===== src/rtl/game_sequencer_pkg.sv =====
// Shared state encoding and default intro timings for the runner's game director.
package game_pkg;

  typedef enum logic [2:0] {
    RESET     = 3'd0,
    COUNTDOWN = 3'd1,
    LOGO_FADE = 3'd2,
    SLIDE     = 3'd3,
    PLAY      = 3'd4,
    GAME_OVER = 3'd5,
    PAUSE     = 3'd6
  } game_state_t;

  localparam int DEF_COUNT_INIT = 5;
  localparam int DEF_FADE_STEP  = 30;
  localparam int DEF_FADE_END   = 640;
  localparam int DEF_SLIDE_INIT = 180;
  localparam int DEF_SLIDE_STEP = 20;
  localparam int DEF_SLIDE_END  = 50;

  // A lane fires its spawner when all three of its random bits are set.
  function automatic logic lane_rand_hit(input logic [2:0] bits);
    return &bits;
  endfunction

endpackage


===== src/rtl/game_sequencer_btn_edge.sv =====
// Rising-edge detector that only looks at its button once per frame tick.
module btn_edge (
  input  logic clk,
  input  logic rst,
  input  logic frame_tick,
  input  logic btn,
  output logic rise
);

  logic btn_prev;

  always_ff @(posedge clk or posedge rst) begin
    if (rst) begin
      btn_prev <= 1'b0;
    end else if (frame_tick) begin
      btn_prev <= btn;
    end
  end

  assign rise = frame_tick & btn & ~btn_prev;

endmodule


===== src/rtl/game_sequencer.sv =====
// Frame-paced game director: intro sequence, lane tracking, spawn gating and scoring.
// Optional pause in PLAY is compiled in when GAME_SEQ_PAUSE_EN is defined.
module game_sequencer
  import game_pkg::*;
#(
  parameter int LANES      = 3,
  parameter int WIDTH      = 12,
  parameter int COUNT_INIT = DEF_COUNT_INIT,
  parameter int FADE_STEP  = DEF_FADE_STEP,
  parameter int FADE_END   = DEF_FADE_END,
  parameter int SLIDE_INIT = DEF_SLIDE_INIT,
  parameter int SLIDE_STEP = DEF_SLIDE_STEP,
  parameter int SLIDE_END  = DEF_SLIDE_END,
  parameter int LANE_PITCH = 100,
  parameter int LIVES      = 3,
  parameter int SCORE_W    = 16
) (
  input  logic                         clk,
  input  logic                         rst,
  input  logic                         frame_tick,
  input  logic                         btn_left,
  input  logic                         btn_right,
  input  logic                         btn_start,
  input  logic [3*LANES-1:0]           rand_in,
  input  logic [LANES-1:0]             coin_arrive,
  input  logic [LANES-1:0]             hazard_arrive,
  output logic [WIDTH-1:0]             logo_voffset,
  output logic [WIDTH-1:0]             head_hoffset,
  output logic [WIDTH-1:0]             head_voffset,
  output logic [LANES-1:0]             coin_spawn,
  output logic [LANES-1:0]             hazard_spawn,
  output logic                         coin_flip,
  output logic [2:0]                   state_o,
  output logic [SCORE_W-1:0]           score,
  output logic [$clog2(LIVES+1)-1:0]   lives
);

  localparam int LANE_W  = (LANES > 1) ? $clog2(LANES) : 1;
  localparam int LIVES_W = $clog2(LIVES + 1);
  localparam int CNT_W   = (COUNT_INIT > 0) ? $clog2(COUNT_INIT + 1) : 1;
  localparam int CENTER  = (LANES - 1) / 2;

  game_state_t             state, state_next;
  logic [LANE_W-1:0]       lane;
  logic [CNT_W-1:0]        frame_cnt;
  logic [LANES-1:0]        coin_prev;
  logic [LANES-1:0]        lane_hit;
  logic                    left_rise, right_rise, start_rise;
  logic                    fade_active, slide_active;
  logic                    hazard_hit, coin_hit, play_tick;
  logic signed [WIDTH-1:0] hoff_calc;

  btn_edge u_left  (.clk(clk), .rst(rst), .frame_tick(frame_tick), .btn(btn_left),  .rise(left_rise));
  btn_edge u_right (.clk(clk), .rst(rst), .frame_tick(frame_tick), .btn(btn_right), .rise(right_rise));
  btn_edge u_start (.clk(clk), .rst(rst), .frame_tick(frame_tick), .btn(btn_start), .rise(start_rise));

  assign fade_active  = logo_voffset < WIDTH'(FADE_END);
  assign slide_active = head_voffset > WIDTH'(SLIDE_END);
  // A hazard in the player's lane beats a coin arriving in the same cycle.
  assign hazard_hit   = (state == PLAY) && hazard_arrive[lane];
  assign coin_hit     = (state == PLAY) && coin_arrive[lane] && !hazard_arrive[lane];
  assign play_tick    = frame_tick && (state == PLAY) && (state_next == PLAY);
  assign hoff_calc    = WIDTH'((int'(lane) - CENTER) * LANE_PITCH);
  assign state_o      = state;

  always_comb begin
    lane_hit = '0;
    for (int i = 0; i < LANES; i++) begin
      lane_hit[i] = lane_rand_hit(rand_in[3*i +: 3]);
    end
  end

  always_ff @(posedge clk or posedge rst) begin
    if (rst) begin
      state <= RESET;
    end else begin
      state <= state_next;
    end
  end

  // Losing the last life ends the game on the hit itself, not on the next tick.
  always_comb begin
    state_next = state;
    case (state)
      RESET:     if (frame_tick) state_next = COUNTDOWN;
      COUNTDOWN: if (frame_tick && frame_cnt == '0) state_next = LOGO_FADE;
      LOGO_FADE: if (frame_tick && !fade_active) state_next = SLIDE;
      SLIDE:     if (frame_tick && !slide_active) state_next = PLAY;
      PLAY: begin
        if (hazard_hit && lives == LIVES_W'(1)) begin
          state_next = GAME_OVER;
`ifdef GAME_SEQ_PAUSE_EN
        end else if (start_rise) begin
          state_next = PAUSE;
`endif
        end
      end
      GAME_OVER: if (start_rise) state_next = RESET;
`ifdef GAME_SEQ_PAUSE_EN
      PAUSE:     if (start_rise) state_next = PLAY;
`endif
      default:   state_next = RESET;
    endcase
  end

  always_ff @(posedge clk or posedge rst) begin
    if (rst) begin
      logo_voffset <= '0;
      head_voffset <= WIDTH'(SLIDE_INIT);
      head_hoffset <= '0;
      lane         <= LANE_W'(CENTER);
      frame_cnt    <= '0;
      coin_spawn   <= '0;
      hazard_spawn <= '0;
      coin_prev    <= '0;
      coin_flip    <= 1'b0;
      score        <= '0;
      lives        <= LIVES_W'(LIVES);
    end else begin
      coin_spawn   <= '0;
      hazard_spawn <= '0;
      head_hoffset <= hoff_calc;
      if (frame_tick) begin
        case (state)
          RESET: begin
            logo_voffset <= '0;
            head_voffset <= WIDTH'(SLIDE_INIT);
            lane         <= LANE_W'(CENTER);
            frame_cnt    <= CNT_W'(COUNT_INIT);
            coin_prev    <= '0;
            coin_flip    <= 1'b0;
            score        <= '0;
            lives        <= LIVES_W'(LIVES);
          end
          COUNTDOWN: if (frame_cnt != '0) frame_cnt <= frame_cnt - CNT_W'(1);
          LOGO_FADE: if (fade_active) logo_voffset <= logo_voffset + WIDTH'(FADE_STEP);
          SLIDE:     if (slide_active) head_voffset <= head_voffset - WIDTH'(SLIDE_STEP);
          default: ;
        endcase
      end
      // A tick that leaves PLAY (game over or pause) neither spawns nor moves the lane.
      if (play_tick) begin
        if (left_rise && !right_rise && lane != '0) begin
          lane <= lane - LANE_W'(1);
        end else if (right_rise && !left_rise && lane != LANE_W'(LANES - 1)) begin
          lane <= lane + LANE_W'(1);
        end
        coin_spawn   <= lane_hit;
        hazard_spawn <= lane_hit & ~coin_prev;
        coin_prev    <= lane_hit;
        coin_flip    <= rand_in[0];
      end
      if (hazard_hit) begin
        lives <= lives - LIVES_W'(1);
      end else if (coin_hit && score != '1) begin
        score <= score + SCORE_W'(1);
      end
    end
  end

endmodule

===== config.mk =====
export PLATFORM = sky130hd
export DESIGN_NAME = game_sequencer
export DESIGN_NICKNAME = d
export VERILOG_FILES = /design/src/rtl/game_sequencer_pkg.sv /design/src/rtl/game_sequencer_btn_edge.sv /design/src/rtl/game_sequencer.sv
export SDC_FILE = /design/constraint.sdc
export NUM_CORES = 1
export LEC_CHECK = 0
export ABC_AREA = 1
export CAP_MARGIN = 10
export CELL_PAD_IN_SITES_DETAIL_PLACEMENT = 1
export CELL_PAD_IN_SITES_GLOBAL_PLACEMENT = 1
export CORE_MARGIN = 2
export CORE_UTILIZATION = 40
export CTS_CLUSTER_SIZE = 28
export DETAILED_ROUTE_END_ITERATION = 6
export PLACE_DENSITY_LB_ADDON = 0.1
export SYNTH_ARGS = -nofsm -noshare
export SYNTH_HDL_FRONTEND = slang
export SYNTH_SLANG_ARGS = --single-unit

===== constraint.sdc =====
create_clock -name clk -period 3.6 [get_ports clk]
set_input_delay 0.36 -clock clk [delete_from_list [all_inputs] [get_ports clk]]
set_output_delay 0.36 -clock clk [all_outputs]
set_load 0.02 [all_outputs]

==> impl_metrics.yaml <==
route:
  firstDrtPassIters: 4
  drt-total-wl_mm: 10.1
  viasPerCell: 5.07
  drc_errors: 0
  detail-route-antenna-nets: 0
  detail_route.iter0.violations: 92
  wire_per_inst_um: 15.1
  vias: 3380
setup_path:
  critical_path.cell_chain: "clkdlybuf4s50_1 > inv_1 > a21oi_1 > nand2_1 > inv_1 > nand4_1 > o21ai_0"
  critical-path-top-cell-by-count: "sky130_fd_sc_hd__inv_1"
  timing.rr.end: "head_voffset[8]$_DFFE_PP0P_"
  critical_path_type: "primary input to flip-flop"
  cell_class_contributing_the_biggest_share_of_worst_path_delay: "buffers and inverters"
  reg2reg_depth: 9
  critical_path_peak_fanout: 17
  startpoint_type: "primary input"
  critPathBufInv: 3
  critical_path.reg2reg.startpoint: "head_voffset[2]$_DFFE_PP1P_"
  crit_path_max_incr_delay_ps: 860
  worst_path_max_delay_cell: "sky130_fd_sc_hd__clkdlybuf4s50_1"
  critical_path_arrival_ps: 2460
  cp.required_ps: 3870
  critical_path.endpoint_type: "flip-flop"
  rrSetupSlack_ps: 1560
timing:
  max-slew-margin-rel_pct: 58.7
  tightest_slew_ps: 618
  final_critical_path_setup_slack_ps: 1410
  finalSetupTns_ps: 0
  hold_viol: 0
  min_period_over_period_pct: 60.8
  timing.fmax_mhz: 457
  rsz0062_at_grt: "no"
  timing.hold.ws_ps: 304
  maxSlewViolCount: 0
  setup_viol: 0
  skew_ps: 6.22
  final_critical_path_required_period_ps: 2190
die:
  core-area_um2: 9150
  die_area_um2: 10100
  fp-row-count: 35
  start_util_pct: 40.8
  ios: 85
  die_width_um: 101
  die-height_um: 101
synthesis:
  avg_inst_size_synth_um2: 7.90
  synthDistinctLibCells: 38
  synth-main-ff-cell: "sky130_fd_sc_hd__dfrtp_1"
  synth.yosys.seq_area_share_pct: 43.8
  syn-cell-area_um2: 3730
  number_of_enable_type_register_cells_in_the_synthesized_netlist: 0
  post_synth_xor_area_fraction_pct: 3.52
  synth-simple-area-share_pct: 30.8
  synth-adder-area-share_pct: 3.69
  ys_seq_elements: 65
  synth_compound_area_share_pct: 8.25
  post_synth_inst_count: 472
  post_synth_mux_area_share_pct: 0
  largest_family_of_logic_cells_by_synthesized_area: "simple AND/OR/NAND/NOR gates"
  syn_warnings: 0
  async_reset_ff_share_pct: 100
flow_run:
  max_cap_violations: 0
cts:
  post_cts_resized: 0
  cts.clk_slew.worst_paths_ps: 70
  clk_sink_count: 65
  tritoncts: "done"
  h-tree-depth: 3
  post_cts_hold_buffer_count: 0
  post_cts_buffers: 0
  cts.root.buffer_cell: "sky130_fd_sc_hd__clkbuf_8"
  numCtsBuffers: 9
  insertion_delay_ps: 350
  clock_tree_buf_depth: 2
global_routing:
  grt.total_usage_pct: 21.2
  first_global_vias: 3489
  antenna_violations_before_repair: 0
  globalRoute.totalOverflow: 0
  grt_pass1_wl_mm: 17.0
  grt_max_degree: 28
power:
  leakage_power_summed_over_all_cells_nw: 2.34
  power.total_mw: 2.87
  vdd_ir_drop_max_mv: 0.214
  pwr_density_cell_nw_per_um2: 601
layout:
  postLayoutCoreUtil_pct: 52.2
  antenna-diode-count: 0
  multi_input_comb_area_um2: 1750
  fin_area_um2: 4770
  drive_above_1_share_pct: 9.53
  fin_cells: 667
  area_growth_pct: 27.9
  filler_cell_count: 1129
  finalNetCount: 583
  area.sequential_um2: 1640
placement:
  dp.cells: 651
  place_hpwl_mm: 7.51
  preCtsSetupSlack_ps: 1030
  placed_cell_area_um2: 4580
  port-buffer-count: 79
  gp_congestion: 0.857
worst_hold_path:
  min-delay-path-class: "primary input to async pin"
outcome:
  result_of_the_run: "finished clean"
[Yosys cell counts, drive strengths merged, types with 2 or more instances]
master / n / area share (%)
a21oi: 12 / 1.6
buf: 17 / 3.1
dfrtp: 58 / 39
dfstp: 7 / 4.9
ha: 11 / 3.7
inv: 66 / 6.6
nand2: 112 / 12
nand3: 68 / 9.5
nand4: 5 / 1.4
nor2: 36 / 4.3
nor3: 15 / 3.3
o211ai: 5 / 1.0
o21ai: 32 / 4.3
o31ai: 3 / 0.60
or2: 2 / 0.34
xnor2: 5 / 1.2
xor2: 10 / 2.3
[cell families after synthesis]
group | after synthesis
fa+ha+maj | 11
flops | 65
xor+xnor | 15
other cells | 1
buf+inv | 84
compound gates | 56
simple gates | 240
[cells in the final DEF (no fill, tap or decap), drive strengths merged, types with 11 or more instances in the layout]
cell,n
nor2,36
nor3,15
a21oi,12
ha,11
dfrtp,58
clkbuf,14
nand2,112
o21ai,32
clkdlybuf4s50,79
nand3,68
inv,66
[cell type report]
class	instances	area share (%)
multi-input cells	327	36.6
flip-flops and latches	65	34.3
repair buffers	82	17.0
inverters	66	5.19
clock buffers	14	3.83
well taps	111	2.91
clock inverters	2	0.210
[routing by layer]
layer	global-route usage [%]	part of all wire, %	wire (um)
met1	28.1	47	4720
met2	35.0	48	4860
met3	4.30	3.5	352
met4	6.32	1.3	130
met5	0	0	0
[how the worst max path moves through the flow]
| stage | start | to | slack (ps) | depth (start not counted) |
|---|---|---|---|---|
| final | frame_tick | head_voffset[8]$_DFFE_PP0P_ | 1410 | 7 |
| after global routing | frame_tick | head_voffset[2]$_DFFE_PP1P_ | 1130 | 7 |
| after CTS | frame_tick | head_voffset[7]$_DFFE_PP1P_ | 1400 | 7 |
| after detailed placement | frame_tick | head_voffset[8]$_DFFE_PP0P_ | 1030 | 7 |
| after global placement | frame_tick | head_voffset[2]$_DFFE_PP1P_ | 1140 | 7 |
| after floorplan | rst | coin_flip$_DFFE_PP0P_ | 1630 | 1 |
[sequential cells by signal, summed over array words and instances (netlist names)]
register and cells:
state_o 3, head_voffset 10, u_start.btn_prev 1, head_hoffset 5
u_left.btn_prev 1, coin_spawn 3, score 16, coin_prev 3
lives 2, u_right.btn_prev 1, frame_cnt 3, logo_voffset 11
hazard_spawn 3, lane 2, coin_flip 1
[worst register-to-register path, cell delays in order, from the launching register on]
cell and delay (ps):
sky130_fd_sc_hd__dfstp_2 560, sky130_fd_sc_hd__inv_1 110, sky130_fd_sc_hd__ha_1 260, sky130_fd_sc_hd__inv_1 80, sky130_fd_sc_hd__nand3_1 100, sky130_fd_sc_hd__nand4_1 110, sky130_fd_sc_hd__nand2_1 260, sky130_fd_sc_hd__inv_1 270
sky130_fd_sc_hd__nand4_1 110, sky130_fd_sc_hd__o21ai_0 90
[power breakdown]
| group | switching (mW) | internal, mW |
|---|---|---|
| clock | 0.289 | 0.324 |
| combinational | 0.767 | 0.463 |
| sequential | 0.139 | 0.888 |
| total | 1.20 | 1.68 |
(Power assumes the default switching activity.)
